===== src/rtl/initial_logic_nvc_pkg.sv =====
// Shared definitions for the NVC ingress stage: control FSM encoding and a
// constant-evaluable clog2 used for parameter checking.
package initial_logic_nvc_pkg;

  typedef enum logic [1:0] {
    ST_RESET  = 2'd0,
    ST_INIT   = 2'd1,
    ST_IDLE   = 2'd2,
    ST_ACTIVE = 2'd3
  } state_e;

  function automatic int clog2_f(input int value);
    int result;
    int remaining;
    result    = 0;
    remaining = value - 1;
    while (remaining > 0) begin
      result++;
      remaining = remaining >> 1;
    end
    return result;
  endfunction

endpackage


===== src/rtl/initial_logic_nvc_fifo_param.sv =====
// Parametrised FIFO with occupancy flags and sticky error. FWFT=1 exposes the
// head word combinationally; FWFT=0 returns read data one cycle after a pop.
module fifo_param #(
  parameter int WIDTH = 6,
  parameter int AW    = 2,
  parameter bit FWFT  = 1'b0
) (
  input  logic             clk,
  input  logic             reset,
  input  logic             clear,
  input  logic             push,
  input  logic             pop,
  input  logic [WIDTH-1:0] din,
  input  logic [AW:0]      thresh,
  output logic [WIDTH-1:0] dout,
  output logic             valid,
  output logic             full,
  output logic             almost_full,
  output logic             error,
  output logic [AW:0]      count
);

  localparam logic [AW:0] DEPTH_C = {1'b1, {AW{1'b0}}};

  logic [WIDTH-1:0] mem_q [2**AW];
  logic [AW-1:0]    wr_ptr_q;
  logic [AW-1:0]    rd_ptr_q;
  logic [AW:0]      count_q;
  logic             error_q;
  logic             empty;
  logic             wr_ok;
  logic             rd_ok;

  assign empty       = (count_q == '0);
  assign full        = (count_q == DEPTH_C);
  assign almost_full = (count_q >= thresh);
  assign error       = error_q;
  assign count       = count_q;
  assign wr_ok       = push & ~full;
  assign rd_ok       = pop & ~empty;

  always_ff @(posedge clk or posedge reset) begin
    if (reset) begin
      wr_ptr_q <= '0;
      rd_ptr_q <= '0;
      count_q  <= '0;
      error_q  <= 1'b0;
    end else if (clear) begin
      wr_ptr_q <= '0;
      rd_ptr_q <= '0;
      count_q  <= '0;
      error_q  <= 1'b0;
    end else begin
      if (wr_ok) wr_ptr_q <= wr_ptr_q + 1'b1;
      if (rd_ok) rd_ptr_q <= rd_ptr_q + 1'b1;
      count_q <= count_q + {{AW{1'b0}}, wr_ok} - {{AW{1'b0}}, rd_ok};
      // Rejected operations latch the error until reset or re-init.
      if ((push && full) || (pop && empty)) error_q <= 1'b1;
    end
  end

  always_ff @(posedge clk) begin
    if (wr_ok && !clear) mem_q[wr_ptr_q] <= din;
  end

  generate
    if (FWFT) begin : g_fwft
      assign dout  = mem_q[rd_ptr_q];
      assign valid = ~empty;
    end else begin : g_reg
      logic [WIDTH-1:0] rdata_q;
      logic             valid_q;

      always_ff @(posedge clk or posedge reset) begin
        if (reset) begin
          rdata_q <= '0;
          valid_q <= 1'b0;
        end else if (clear) begin
          valid_q <= 1'b0;
        end else begin
          valid_q <= rd_ok;
          if (rd_ok) rdata_q <= mem_q[rd_ptr_q];
        end
      end

      assign dout  = rdata_q;
      assign valid = valid_q;
    end
  endgenerate

endmodule


===== src/rtl/initial_logic_nvc.sv =====
// Ingress stage: main FWFT FIFO dispatched by class bits into per-VC FIFOs
// through a one-word demux register, with a small control FSM.
module initial_logic_nvc
  import initial_logic_nvc_pkg::*;
#(
  parameter int DATA_WIDTH = 6,
  parameter int NUM_VC     = 2,
  parameter int VC_SEL_W   = 1,
  parameter int MAIN_AW    = 3,
  parameter int VC_AW      = 2
) (
  input  logic                             clk,
  input  logic                             reset,
  input  logic                             init,
  input  logic                             wr_enable,
  input  logic [DATA_WIDTH-1:0]            data_in,
  input  logic [NUM_VC-1:0]                pop_vc,
  input  logic [MAIN_AW:0]                 umbral_main,
  input  logic [NUM_VC*(VC_AW+1)-1:0]      umbral_vc,
  output logic [NUM_VC*DATA_WIDTH-1:0]     data_out_vc,
  output logic [NUM_VC-1:0]                valid_vc,
  output logic                             full_main,
  output logic                             empty_main,
  output logic                             almost_full_main,
  output logic                             error_main,
  output logic [NUM_VC-1:0]                full_vc,
  output logic [NUM_VC-1:0]                empty_vc,
  output logic [NUM_VC-1:0]                almost_full_vc,
  output logic [NUM_VC-1:0]                almost_empty_vc,
  output logic [NUM_VC-1:0]                error_vc,
  output logic [1:0]                       state,
  output logic                             idle
);

  localparam int VCW   = VC_AW + 1;
  localparam int SEL_N = 2**VC_SEL_W;

  generate
    if (VC_SEL_W != clog2_f(NUM_VC)) begin : g_sel_check
      $error("VC_SEL_W must equal clog2(NUM_VC)");
    end
  endgenerate

  state_e                  state_q, state_d;
  logic                    op_en, clear, any_busy, dispatch, head_valid;
  logic [MAIN_AW:0]        thr_main_q, main_count;
  logic [NUM_VC*VCW-1:0]   thr_vc_q, count_vc;
  logic [DATA_WIDTH-1:0]   head_word, demux_q;
  logic [VC_SEL_W-1:0]     dst;
  logic [SEL_N-1:0]        room;
  logic [NUM_VC-1:0]       pend_q, pend_d;

  assign op_en      = (state_q == ST_IDLE) || (state_q == ST_ACTIVE);
  assign clear      = (state_q == ST_INIT);
  assign dst        = head_word[DATA_WIDTH-1 -: VC_SEL_W];
  assign dispatch   = head_valid & op_en & room[dst];
  assign empty_main = (main_count == '0);
  assign any_busy   = ~empty_main | ~(&empty_vc) | (|pend_q);
  assign state      = state_q;
  assign idle       = (state_q == ST_IDLE);

  fifo_param #(.WIDTH(DATA_WIDTH), .AW(MAIN_AW), .FWFT(1'b1)) u_main (
    .clk(clk), .reset(reset), .clear(clear),
    .push(wr_enable & op_en), .pop(dispatch), .din(data_in),
    .thresh(thr_main_q), .dout(head_word), .valid(head_valid),
    .full(full_main), .almost_full(almost_full_main),
    .error(error_main), .count(main_count)
  );

  genvar gi;
  generate
    // Reserved pending slot counts against the threshold so a channel never overfills.
    for (gi = 0; gi < SEL_N; gi++) begin : g_room
      if (gi < NUM_VC) begin : g_act
        assign room[gi] = (count_vc[gi*VCW +: VCW] + {{VC_AW{1'b0}}, pend_q[gi]})
                          < thr_vc_q[gi*VCW +: VCW];
      end else begin : g_none
        assign room[gi] = 1'b0;
      end
    end

    for (gi = 0; gi < NUM_VC; gi++) begin : g_vc
      assign pend_d[gi]          = dispatch && (dst == VC_SEL_W'(gi));
      assign empty_vc[gi]        = (count_vc[gi*VCW +: VCW] == '0);
      assign almost_empty_vc[gi] = (count_vc[gi*VCW +: VCW] <= VCW'(1));

      fifo_param #(.WIDTH(DATA_WIDTH), .AW(VC_AW), .FWFT(1'b0)) u_vc (
        .clk(clk), .reset(reset), .clear(clear),
        .push(pend_q[gi]), .pop(pop_vc[gi] & op_en), .din(demux_q),
        .thresh(thr_vc_q[gi*VCW +: VCW]),
        .dout(data_out_vc[gi*DATA_WIDTH +: DATA_WIDTH]), .valid(valid_vc[gi]),
        .full(full_vc[gi]), .almost_full(almost_full_vc[gi]),
        .error(error_vc[gi]), .count(count_vc[gi*VCW +: VCW])
      );
    end
  endgenerate

  // Thresholds default to full depth so almost_full stays low until init loads them.
  always_ff @(posedge clk or posedge reset) begin
    if (reset) begin
      state_q    <= ST_RESET;
      thr_main_q <= {1'b1, {MAIN_AW{1'b0}}};
      thr_vc_q   <= {NUM_VC{{1'b1, {VC_AW{1'b0}}}}};
      pend_q     <= '0;
      demux_q    <= '0;
    end else begin
      state_q <= state_d;
      if (clear) begin
        thr_main_q <= umbral_main;
        thr_vc_q   <= umbral_vc;
      end
      pend_q <= clear ? '0 : pend_d;
      if (dispatch) demux_q <= head_word;
    end
  end

  always_comb begin
    state_d = state_q;
    if (init) begin
      state_d = ST_INIT;
    end else begin
      case (state_q)
        ST_RESET, ST_INIT: state_d = ST_IDLE;
        ST_IDLE:           if (any_busy) state_d = ST_ACTIVE;
        ST_ACTIVE:         if (!any_busy) state_d = ST_IDLE;
        default:           state_d = ST_RESET;
      endcase
    end
  end

endmodule

===== config.mk =====
export PLATFORM = sky130hd
export DESIGN_NAME = initial_logic_nvc
export DESIGN_NICKNAME = d
export VERILOG_FILES = /design/src/rtl/initial_logic_nvc_pkg.sv /design/src/rtl/initial_logic_nvc_fifo_param.sv /design/src/rtl/initial_logic_nvc.sv
export SDC_FILE = /design/constraint.sdc
export NUM_CORES = 1
export LEC_CHECK = 0
export CORE_ASPECT_RATIO = 1.2
export CORE_UTILIZATION = 58
export DETAILED_ROUTE_END_ITERATION = 8
export PLACE_DENSITY = 0.82
export SLEW_MARGIN = 20
export SYNTH_ARGS = -nofsm -noshare
export SYNTH_HDL_FRONTEND = slang
export SYNTH_HIERARCHICAL = 1
export SYNTH_SLANG_ARGS = --single-unit

===== constraint.sdc =====
create_clock -name clk -period 3.9 [get_ports clk]
set_input_delay 0.39 -clock clk [delete_from_list [all_inputs] [get_ports clk]]
set_output_delay 0.39 -clock clk [all_outputs]
set_load 0.005 [all_outputs]

==> out/results.ini <==
[clock_tree]
ctsHoldBuffers = 0
clkSinkCount = 157
clkLatencyLatePin_ns = 0.43
cts_setup_buffers = 0
cts_tree = yes
numCtsBuffers = 17
htreeDepth = 4
cts-resized-gates = 0
cts_root_buf = clkbuf_16
clockBufferDepth = 2
clkTransAtPathRegs_ns = 0.07

[global_route]
grt_max_degree = 32
antenna_found_initial = 0
grtUsageTotal_pct = 23.6
grt_pass1_vias = 4221
grt_pass1_wl_um = 21200
grt-ovfl-total = 0

[worst_setup_path]
worstPathArrival_ns = 3.77
slowest_stage = dfrtp_1
criticalPathCategory = reg -> reg
crit_chain = ha_1 -> ha_1 -> xor2_1 -> ha_1 -> a21oi_2 -> o211ai_2 -> a21oi_4 -> inv_1 -> nor2_1 -> ha_1 -> inv_1 -> ha_1 -> fa_1 -> nor2b_1
critical-path-max-stage-delay_ns = 0.47
worstPathMaxFanout = 9
cpMostUsedCell = ha_1
reg2reg_from = g_vc[0].u_vc/count[0]
required_ns = 4.18
worstSetupStartpoint = g_vc[0].u_vc/count[0]
crit_buf_inv = 2
setup.worst_path.end_class = register
worstSetupStartpointType = register
cp_top_family = adder cells

[sta]
max_freq_ghz = 0.287
rsz0062_at_grt = false
worst_pin_slew_ns = 1.14
min_period_ns = 3.49
finalSetupViolCount = 0
setup_tns_ns = 0
skew_ns = 0.00776
fin_crit_sh_pct = 89.5
slew_headroom_pct = 24.1
layout_setup_ws_ns = 0.411
hold_viol = 0
finalMaxSlewViolations = 0

[yosys]
avgSynthCellArea_um2 = 15.3
synth_cells = 466
synth_ff_type = edfxtp_1
syn_area_um2 = 7110
ys_seq_area_share_pct = 62.1
yosysWarnings = 6
synth_edf_count = 96
ys_types = 51
ys_ff_latch = 157
async_reset_ff_share_pct = 38.9
syn-num-nets = 527

[power_and_ir_drop]
power.share.clock_pct = 28.9
internal_power_w = 0.00400
pwr-share-seq_pct = 41.9
cellPowerDensity_nw_per_um2 = 687
sw_frac_of_total_pct = 30.7
p_leak_nw = 3.25
vdd_drop_max_mv = 0.371
p_comb_share_pct = 29.2
p_sw_w = 0.00177

[detailed_routing]
drt-wirelength-per-cell_um = 18.7
detail-route-antenna-nets = 0
dr.pass1.iters = 4
drt-initial-drc-count = 175
drc = 0
num_vias = 4024
via_per_inst = 5.73
routed_wl_um = 13200

[outcome]
status = complete, no violations

[place]
post-place-ws_ns = 0.408
port_buffers = 52
place_hpwl_um = 9060
globalplace.congestion = 0.801
placed_cell_area_um2 = 7800

[finish]
syn2layout_area_growth_pct = 18.1
n_antenna_cell = 0
final_cell_mix = edfxtp_1, dfrtp_1, clkdlybuf4s50_1
drive_gt1_share_pct = 19.1
final_core_utilization_pct = 71.6
final_net_count = 593
finalInstanceArea_um2 = 8400
final_common_cell = edfxtp_1

[hold_path]
min_path_type = in -> async

[floorplan]
rows = 43
die_h_um = 123
die_area_um2 = 12700
die_x_um = 103
core_um2 = 11700
initial_core_util_pct = 60.6
io_pins = 53

[job]
cap_violations = 0

through the flow:
step	hold WS, ns	total power [W]	cells
5_1_grt	0.484	0.00610	702
3_3_place_gp	0.486	0.00403	670
3_5_place_dp	0.496	0.00414	670
4_1_cts	0.438	0.00582	702
2_1_floorplan	0.242	0.00345	466
6_report	0.446	0.00577	702
power by group through the flow:
stage	combinational [W]	clock (W)	sequential, W
global route	0.00187	0.00176	0.00247
finish	0.00169	0.00167	0.00242
CTS	0.00171	0.00169	0.00242
detailed placement	0.00168	0	0.00246
floorplan	0.00111	0	0.00234
global placement	0.00161	0	0.00243
layer usage:
metal  up-vias  routed length, um  global-route usage [%]
met5         -                  0                       0
met4         0                349                    11.7
met3        25                394                    4.86
met2        82               7180                    41.5
met1      2058               5230                    27.5
li1       1859                  -                       -
state kept, by name, summed over array words and instances, names as in the netlist:
signal and count:
g_vc.u_vc/error 2, g_vc.u_vc/valid 2, g_vc.u_vc/dout 12, thr_main_q 4
u_main/mem_q 48, u_main/rd_ptr_q 3, u_main/count 4, g_vc.u_vc/rd_ptr_q 4
g_vc.u_vc/count 6, g_vc.u_vc/wr_ptr_q 4, pend_q 2, g_vc.u_vc/mem_q 48
state 2, u_main/error 1, thr_vc_q 6, u_main/wr_ptr_q 3
demux_q 6
logic make-up (layout without fill, tap and decap cells):
| group | Yosys count | in the layout | synth area share (%) |
|---|---|---|---|
| buffers and inverters | 52 | 131 | 3.48 |
| adder cells (fa/ha/maj) | 39 | 39 | 7.18 |
| multiplexers | 56 | 56 | 13.3 |
| AND/OR/NAND/NOR | 101 | 101 | 8.18 |
| AO/OA/AOI/OAI | 50 | 50 | 4.47 |
| XOR/XNOR | 11 | 11 | 1.35 |
| flip-flops | 157 | 157 | 62.1 |
final cells by class:
type,instances,area (um^2)
well taps,157,196
clock buffers,17,425
multi-input cells,257,2460
clock inverters,15,175
inverters,39,149
repair buffers,60,581
flip-flops and latches,157,4410
fillers,765,3330
synth_stat cells (5+ instances only):
cell type / instances / area share [%]
mux4_1: 12 / 4.4
xor2_1: 10 / 1.2
and2_1: 5 / 0.44
mux4_2: 12 / 3.8
mux2_2: 29 / 4.6
a21oi_1: 16 / 1.1
nor2b_1: 7 / 0.62
o21ai_0: 17 / 1.2
ha_1: 36 / 6.3
nor3b_1: 10 / 1.1
nor3_1: 7 / 0.49
inv_1: 37 / 2.0
edfxtp_1: 96 / 41
nor2_1: 25 / 1.3
nand3_1: 6 / 0.42
nand2_1: 15 / 0.79
dfrtp_1: 58 / 20
nand2b_1: 8 / 0.70
path summary, 6_finish.rpt:
kind | endpoint | slack [ns] | cells past startpoint
hold / removal | u_main/wr_ptr_q[2] | 0.45 | 2
setup / recovery | u_main/count[1] | 0.41 | 14
min in group clk | state[1] | 0.48 | 2
hold reg to reg | g_vc[0].u_vc/dout[5] | 0.50 | 1
max in group asynchronous | thr_vc_q[4] | 2.82 | 2
setup reg to reg | u_main/count[1] | 0.41 | 14
No activity file was read; power rests on OpenSTA's default activity.
